===== config.mk =====
export PLATFORM = sky130hd
export DESIGN_NAME = freq_div_ctrl
export DESIGN_NICKNAME = d
export VERILOG_FILES = /design/src/rtl/freq_div_ctrl.sv
export SDC_FILE = /design/constraint.sdc
export NUM_CORES = 1
export LEC_CHECK = 0
export ABC_CLOCK_PERIOD_IN_PS = 2990
export CORE_MARGIN = 2
export CORE_UTILIZATION = 52
export CTS_CLUSTER_DIAMETER = 120
export DETAILED_ROUTE_END_ITERATION = 8
export PLACE_DENSITY = 0.77
export REMOVE_ABC_BUFFERS = 1
export SLEW_MARGIN = 20
export SYNTH_ARGS = -nofsm -noshare
export SYNTH_HDL_FRONTEND = slang
export SYNTH_SLANG_ARGS = --single-unit

===== constraint.sdc =====
create_clock -name clk_ref -period 2.99 [get_ports clk_ref]
set_clock_uncertainty 0.1 [all_clocks]
set_input_delay 0.598 -clock clk_ref [delete_from_list [all_inputs] [get_ports clk_ref]]
set_output_delay 0.598 -clock clk_ref [all_outputs]
set_load 0.005 [all_outputs]

===== src/rtl/freq_div_ctrl.sv =====
// ---------------------------------------------------------------------------
// freq_div_ctrl
//   Run-time controller for a freq_div instance. It owns the divider's clk_en
//   and div_ratio inputs. Ratio changes are taken over a valid/ready handshake
//   and applied only while the divided clock is low and clk_en is held off.
//   This keeps the divided clock free of runt pulses. A level enable
//   starts and stops the divider through the same low-phase sequencing.
//
// Ports
//   clk_ref     in   reference clock (also clocks the freq_div instance)
//   rst         in   asynchronous reset, active-high
//   enable      in   level, 1 = divider should run
//   req_valid   in   new-ratio request valid
//   req_ratio   in   requested ratio (held stable while req_valid=1)
//   req_ready   out  request accepted when req_valid & req_ready
//   div_clk_out in   freq_div clk_out, sampled on clk_ref
//   div_clk_en  out  drives freq_div clk_en
//   div_ratio   out  drives freq_div div_ratio
//   busy        out  1 while a ratio change or stop is in progress
//   err_ratio   out  one-cycle pulse when an accepted request had ratio < 2
// ---------------------------------------------------------------------------
module freq_div_ctrl #(
  parameter int WIDTH         = 3,
  parameter int DEFAULT_RATIO = 2,
  parameter int SETTLE_CYC    = 4,
  parameter int MAX_WAIT      = 16
) (
  input  logic             clk_ref,
  input  logic             rst,
  input  logic             enable,
  input  logic             req_valid,
  input  logic [WIDTH-1:0] req_ratio,
  output logic             req_ready,
  input  logic             div_clk_out,
  output logic             div_clk_en,
  output logic [WIDTH-1:0] div_ratio,
  output logic             busy,
  output logic             err_ratio
);

  // One counter serves both the low-phase wait and the settle hold, so it is
  // sized for the larger of the two terminal counts.
  localparam int CNT_MAX = (MAX_WAIT > SETTLE_CYC) ? MAX_WAIT : SETTLE_CYC;
  localparam int CW      = $clog2(CNT_MAX) + 1;
  localparam logic [CW-1:0] WAIT_LAST   = CW'(MAX_WAIT - 1);
  localparam logic [CW-1:0] SETTLE_LAST = CW'(SETTLE_CYC - 1);

  typedef enum logic [1:0] {
    IDLE     = 2'd0,
    RUN      = 2'd1,
    WAIT_LOW = 2'd2,
    HOLD     = 2'd3
  } state_t;

  state_t           r_state;
  logic [WIDTH-1:0] r_pending;
  logic             r_chg;
  logic [CW-1:0]    r_cnt;
  logic             r_clk_en;
  logic [WIDTH-1:0] r_ratio;
  logic             r_busy;
  logic             r_err;

  logic w_accept;
  logic w_legal;

  // Ready is the only combinational output; it must drop the moment reset
  // asserts so no request can be taken while the block is held in reset.
  assign req_ready = ((r_state == IDLE) || (r_state == RUN)) & ~rst;
  assign w_accept  = req_valid & req_ready;
  assign w_legal   = (req_ratio >= WIDTH'(2));

  assign div_clk_en = r_clk_en;
  assign div_ratio  = r_ratio;
  assign busy       = r_busy;
  assign err_ratio  = r_err;

  // Single FSM register block. busy is registered alongside each state
  // transition so it tracks WAIT_LOW/HOLD without a decode after the flops.
  always_ff @(posedge clk_ref or posedge rst) begin
    if (rst) begin
      r_state   <= IDLE;
      r_pending <= '0;
      r_chg     <= 1'b0;
      r_cnt     <= '0;
      r_clk_en  <= 1'b0;
      r_ratio   <= WIDTH'(DEFAULT_RATIO);
      r_busy    <= 1'b0;
      r_err     <= 1'b0;
    end else begin
      r_err <= 1'b0;
      case (r_state)
        IDLE: begin
          // Divider is stopped, so a legal ratio can be written directly.
          // Ratio is always >= 2 here, so entering RUN is always safe.
          if (w_accept) begin
            if (w_legal) r_ratio <= req_ratio;
            else         r_err   <= 1'b1;
          end
          if (enable) begin
            r_state  <= RUN;
            r_clk_en <= 1'b1;
          end
        end
        RUN: begin
          // A legal request takes priority over a stop; the stop is still
          // honoured because HOLD re-checks enable on exit.
          if (w_accept && !w_legal) r_err <= 1'b1;
          if (w_accept && w_legal) begin
            r_pending <= req_ratio;
            r_chg     <= 1'b1;
            r_cnt     <= '0;
            r_state   <= WAIT_LOW;
            r_busy    <= 1'b1;
          end else if (!enable) begin
            r_chg   <= 1'b0;
            r_cnt   <= '0;
            r_state <= WAIT_LOW;
            r_busy  <= 1'b1;
          end
        end
        WAIT_LOW: begin
          // Gate the divider off at a low phase, or give up waiting after
          // MAX_WAIT cycles so a stuck-high feedback cannot stall us.
          if (!div_clk_out || (r_cnt == WAIT_LAST)) begin
            r_clk_en <= 1'b0;
            if (r_chg) begin
              r_ratio <= r_pending;
              r_cnt   <= SETTLE_LAST;
              r_state <= HOLD;
            end else begin
              r_state <= IDLE;
              r_busy  <= 1'b0;
            end
          end else begin
            r_cnt <= r_cnt + 1'b1;
          end
        end
        HOLD: begin
          // Keep clk_en low for SETTLE_CYC cycles after the new ratio lands.
          if (r_cnt == '0) begin
            r_busy <= 1'b0;
            r_chg  <= 1'b0;
            if (enable) begin
              r_state  <= RUN;
              r_clk_en <= 1'b1;
            end else begin
              r_state <= IDLE;
            end
          end else begin
            r_cnt <= r_cnt - 1'b1;
          end
        end
        default: r_state <= IDLE;
      endcase
    end
  end

endmodule


=== Word level (Yosys, flattened, before mapping) ===
Cells that the tools add are included.

* Reductions and logical operators: 19
* Add/sub/neg operators: 2
* Bitwise gates (word level): 3
* Eq/ne operators: 14
* Multiplexer cells: 36
* $lt $le $gt $ge: 1

{| class="wikitable"
|+ Operators by type and width
! operator !! count
|-
| $mux 5 || 5
|-
| $ne 2x2->1 const B || 8
|-
| $pmux 5 s3 || 1
|-
| $mux 1 || 14
|-
| $mux 2 || 6
|-
| $mux 3 || 4
|-
| $reduce_and 5->1 || 2
|-
| $pmux 2 s4 || 1
|-
| $reduce_and 4->1 || 2
|-
| $pmux 1 s3 || 2
|-
| $pmux 3 s2 || 1
|-
| $reduce_and 3->1 || 2
|-
| $reduce_bool 3->1 || 2
|-
| $add 5x1->5 const B || 1
|-
| $eq 5x4->1 const B || 1
|-
| $logic_not 5->1 || 1
|-
| $sub 5x1->5 const B || 1
|-
| $eq 2x2->1 const B || 2
|-
| $pmux 1 s2 || 2
|-
| $reduce_bool 2->1 || 2
|-
| $ge 3x2->1 const B || 1
|-
| $ne 3x2->1 const B || 1
|-
| $ne 3x3->1 const B || 1
|-
| $and 1x1->1 || 2
|-
| other kinds (7) || 10
|}

* Output and inout port bits: 7
* Flip-flop bits (word level): 17

=== Logic depth before layout (Yosys ltp) ===
* Depth in word-level cells: 7
* Depth in mapped cells: 8

=== Worst setup path before layout ===
No wires, ideal clock.

* Path type: reg2reg
* From: register r_cnt[0]
* To: register r_cnt[3]
* Setup time: 0.124 ns
* Arrival time: 1.858 ns
* Buffers on the path: 0
* Cell stages (with the launch flop): 9
* Slack: 0.908 ns
* Cell sequence: dfrtp_1 > ha_1 > and3_1 > ha_1 > nor2b_1 > nand3_1 > o21ai_2 > o311ai_4 > o31a_1

* Word-level cells in the longest chain between the ends: 4

{| class="wikitable"
|+ Ends and longest elaborated chain
! item !! line !! text
|-
| from (decl) || 58 || <nowiki>logic [CW-1:0] r_cnt;</nowiki>
|-
| from (signal assigned) || 136 || <nowiki>r_cnt <= r_cnt + 1'b1;</nowiki>
|-
| from (signal assigned) || 151 || <nowiki>r_cnt <= r_cnt - 1'b1;</nowiki>
|-
| branches (longest 4 deep; another with $sub 5x1->5) || - ||
|}

Parallel ways; which one is timed is not known. The select of a mux whose other input is x is not followed.
A chain may end at the register's enable or synchronous reset.

=== Final worst setup path ===
* From: input rst
* To: output req_ready

* Word-level cells in the longest chain between the ends: 2

{| class="wikitable"
|+ Ends and longest elaborated chain
! item !! line !! text
|-
| from (decl) || 29 || <nowiki>input logic rst,</nowiki>
|-
| $not 1->1 || 69 || <nowiki>assign req_ready = ((r_state == IDLE) || (r_state == RUN)) & ~rst;</nowiki>
|-
| $and 1x1->1 || 69 ||
|-
| to (decl) || 33 || <nowiki>output logic req_ready,</nowiki>
|}

Every way passes these cells.

==> flow_summary.json <==
{
  "core_region_area_um2": 1920,
  "cpPeakStageDelay_ns": 0.52,
  "cts.path.max_buffers": 2,
  "synth_top_flop_cell": "sky130_fd_sc_hd__dfrtp_1",
  "setup-violations-final": 0,
  "cts_setup_buffers": 0,
  "synth-seq-cells": 17,
  "cts.repair.resized": 0,
  "wire_per_inst_um": 14.5,
  "achievable-frequency_mhz": 426,
  "synth-warning-count": 0,
  "grt_antenna_before_repair": 0,
  "period_needed_ns": 2.35,
  "cts_tree": "yes",
  "yosys-top-cells-area": "sky130_fd_sc_hd__dfrtp_1 (39%), sky130_fd_sc_hd__mux2_2 (9.8%), sky130_fd_sc_hd__ha_1 (3.6%)",
  "drv_slew": 0,
  "netlist.top_cell.by_area": "sky130_fd_sc_hd__dfrtp_1",
  "fin_tns_setup_ns": 0,
  "drt-vias-per-instance": 5.68,
  "number_of_global_route_vias_before_repair": 829,
  "clk_latency_ns": 0.30,
  "synth_most_common_cell": "sky130_fd_sc_hd__dfrtp_1",
  "grt.total_usage_pct": 20.8,
  "chipHeight_um": 48.6,
  "grt_setup_unrepaired": "false",
  "postCtsHoldBufs": 0,
  "grt_remaining_overflow": 0,
  "gp_routability_congestion": 0.841,
  "synthToLayoutAreaGrowth_pct": 19.2,
  "postSynthCellCount": 100,
  "dieArea_um2": 2360,
  "async_flop_share_pct": 100,
  "dr.pass1.iters": 4,
  "die_w_um": 48.6,
  "initialDrtViolationCount": 16,
  "crit_path_cell_trace": "clkdlybuf4s50_1 > nor2_1 > clkdlybuf4s50_1",
  "cp_slowest_cell": "sky130_fd_sc_hd__clkdlybuf4s50_1",
  "maximum_capacitance_violations": 0,
  "post-route-period-util_pct": 78.6,
  "grt_start_max_net_pins": 18,
  "cp.arrival_ns": 1.65,
  "placement.io_buffers": 14,
  "holdCritPathClass": "reg -> reg",
  "sequential_cell_area_fraction_in_the_yosys_report_pct": 41.3,
  "clkSlewWorstSetupHoldPaths_ns": 0.10,
  "total_clock_buffers_created_by_cts": 3,
  "static_leakage_uw": 0.000542,
  "detailroute.via_count": 818,
  "required_time_worst_endpoint_ns": 2.29,
  "netlist.area_leader.share_pct": 38.7,
  "critical_path.most_common_cell": "sky130_fd_sc_hd__clkdlybuf4s50_1",
  "antenna-diode-count": 0,
  "drc": 0,
  "cts_root_buf": "sky130_fd_sc_hd__clkbuf_4",
  "maximum_vdd_drop_v": 0.000608,
  "crit_fanout": 3,
  "hold_ws_ns": 0.420,
  "synthesis.area_um2": 1030,
  "remaining_antenna_violation_count_after_routing": 0,
  "cts.sink_count": 17,
  "initial_cell_density_of_the_core_pct": 53.8,
  "wirelength_mm": 2.09,
  "worst_setup_path_start_kind": "input port",
  "worstSetupPathType": "in -> out",
  "post-dp-hpwl_mm": 1.57,
  "finalNetCount": 129,
  "num_rows": 16,
  "max-slew-margin-rel_pct": 63.4,
  "synth_area_per_cell_um2": 10.3,
  "grt_pass1_wl_mm": 3.81,
  "synth_common_cells": "sky130_fd_sc_hd__dfrtp_1 (16), sky130_fd_sc_hd__mux2_2 (9), sky130_fd_sc_hd__nand2_1 (9)",
  "yosys_cell_types": 36,
  "worstMarginPinSlew_ns": 0.549,
  "num_io_pins": 15,
  "finalHoldViolCount": 0,
  "layout_cell_share_with_drive_strength_beyond_1_pct": 19.7,
  "critical_path.endpoint_type": "output pin",
  "cts_htree_levels": 1,
  "status": "complete, no violations",
  "power_density_nw_per_um2": 985,
  "synth_edf_count": 0
}
## final timing paths
path | from | to | slack [ns] | cells past startpoint
min in group asynchronous | rst | busy | 0.58 | 3
worst min register to register | div_ratio[2] | div_ratio[2] | 0.42 | 1
worst max register to register | r_cnt[0] | r_cnt[3] | 0.68 | 8
max in group asynchronous | rst | div_ratio[1] | 1.96 | 3
worst max-delay path | rst | req_ready | 0.64 | 3
worst min-delay path | div_ratio[2] | div_ratio[2] | 0.42 | 1
## where the power goes
group	switching, uW	internal [uW]
registers	143	336
logic	269	337
clock network	78.5	51.0
total	490	724
## layout make-up
class | instances | area [um^2]
clock buffers | 3 | 22.5
clock inverters | 1 | 7.51
fillers | 163 | 689
inverters | 9 | 33.8
multi-input cells | 72 | 561
flip-flops and latches | 17 | 427
well taps | 27 | 33.8
repair buffers | 15 | 148
## flip-flops by register name (all words and copies together), names as in the netlist
name / flops
r_cnt: 5
div_ratio: 3
r_pending: 3
r_state: 2
busy: 1
div_clk_en: 1
err_ratio: 1
r_chg: 1
## metal layers
layer / routed length, um / GRT usage, %
met5: 0 / 0
met4: 35 / 7.62
met3: 95 / 5.86
met2: 987 / 33.3
met1: 973 / 26.9
## worst max-delay path: cells and delay by family
family | cells | cell delay, ns
buffers and inverters | 2 | 0.96
AND/OR/NAND/NOR | 1 | 0.10
## through the flow
stage	std cells	instance area, um^2	utilization [%]	setup WS, ns	power, uW
after floorplan	98	1020	-	0.892	882
after global placement	140	1200	62.6	0.615	1060
after detailed placement	140	1200	62.6	0.575	1080
after CTS	144	1230	64.1	0.638	1210
after global routing	144	1230	64.1	0.553	1310
final	144	1230	64.1	0.641	1210
## kinds of logic after synthesis
group | synth area share (%)
AO/OA/AOI/OAI | 21.3
adder cells (fa/ha/maj) | 3.63
buffers and inverters | 4.48
flip-flops | 41.3
multiplexers | 11.7
AND/OR/NAND/NOR | 17.6
## cells in the final DEF, fill, tap and decap left out, types with 2 or more instances in the layout
cell | Yosys | layout
sky130_fd_sc_hd__nand2_1 | 9 | 9
sky130_fd_sc_hd__ha_1 | 3 | 3
sky130_fd_sc_hd__nand2b_1 | 3 | 3
sky130_fd_sc_hd__nor3_1 | 3 | 3
sky130_fd_sc_hd__nor2_1 | 4 | 4
sky130_fd_sc_hd__clkbuf_4 | 0 | 3
sky130_fd_sc_hd__clkdlybuf4s50_1 | 0 | 14
sky130_fd_sc_hd__a21o_1 | 3 | 3
sky130_fd_sc_hd__o21ai_0 | 6 | 6
sky130_fd_sc_hd__inv_1 | 8 | 8
sky130_fd_sc_hd__or3_1 | 2 | 2
sky130_fd_sc_hd__dfrtp_1 | 16 | 16
sky130_fd_sc_hd__a221o_1 | 2 | 2
sky130_fd_sc_hd__mux2_2 | 9 | 9
sky130_fd_sc_hd__nand3_1 | 2 | 2
sky130_fd_sc_hd__and3_1 | 2 | 2
sky130_fd_sc_hd__mux2i_1 | 2 | 2
sky130_fd_sc_hd__a21oi_1 | 6 | 6
Note: power is estimated with default switching activity, not from simulation.
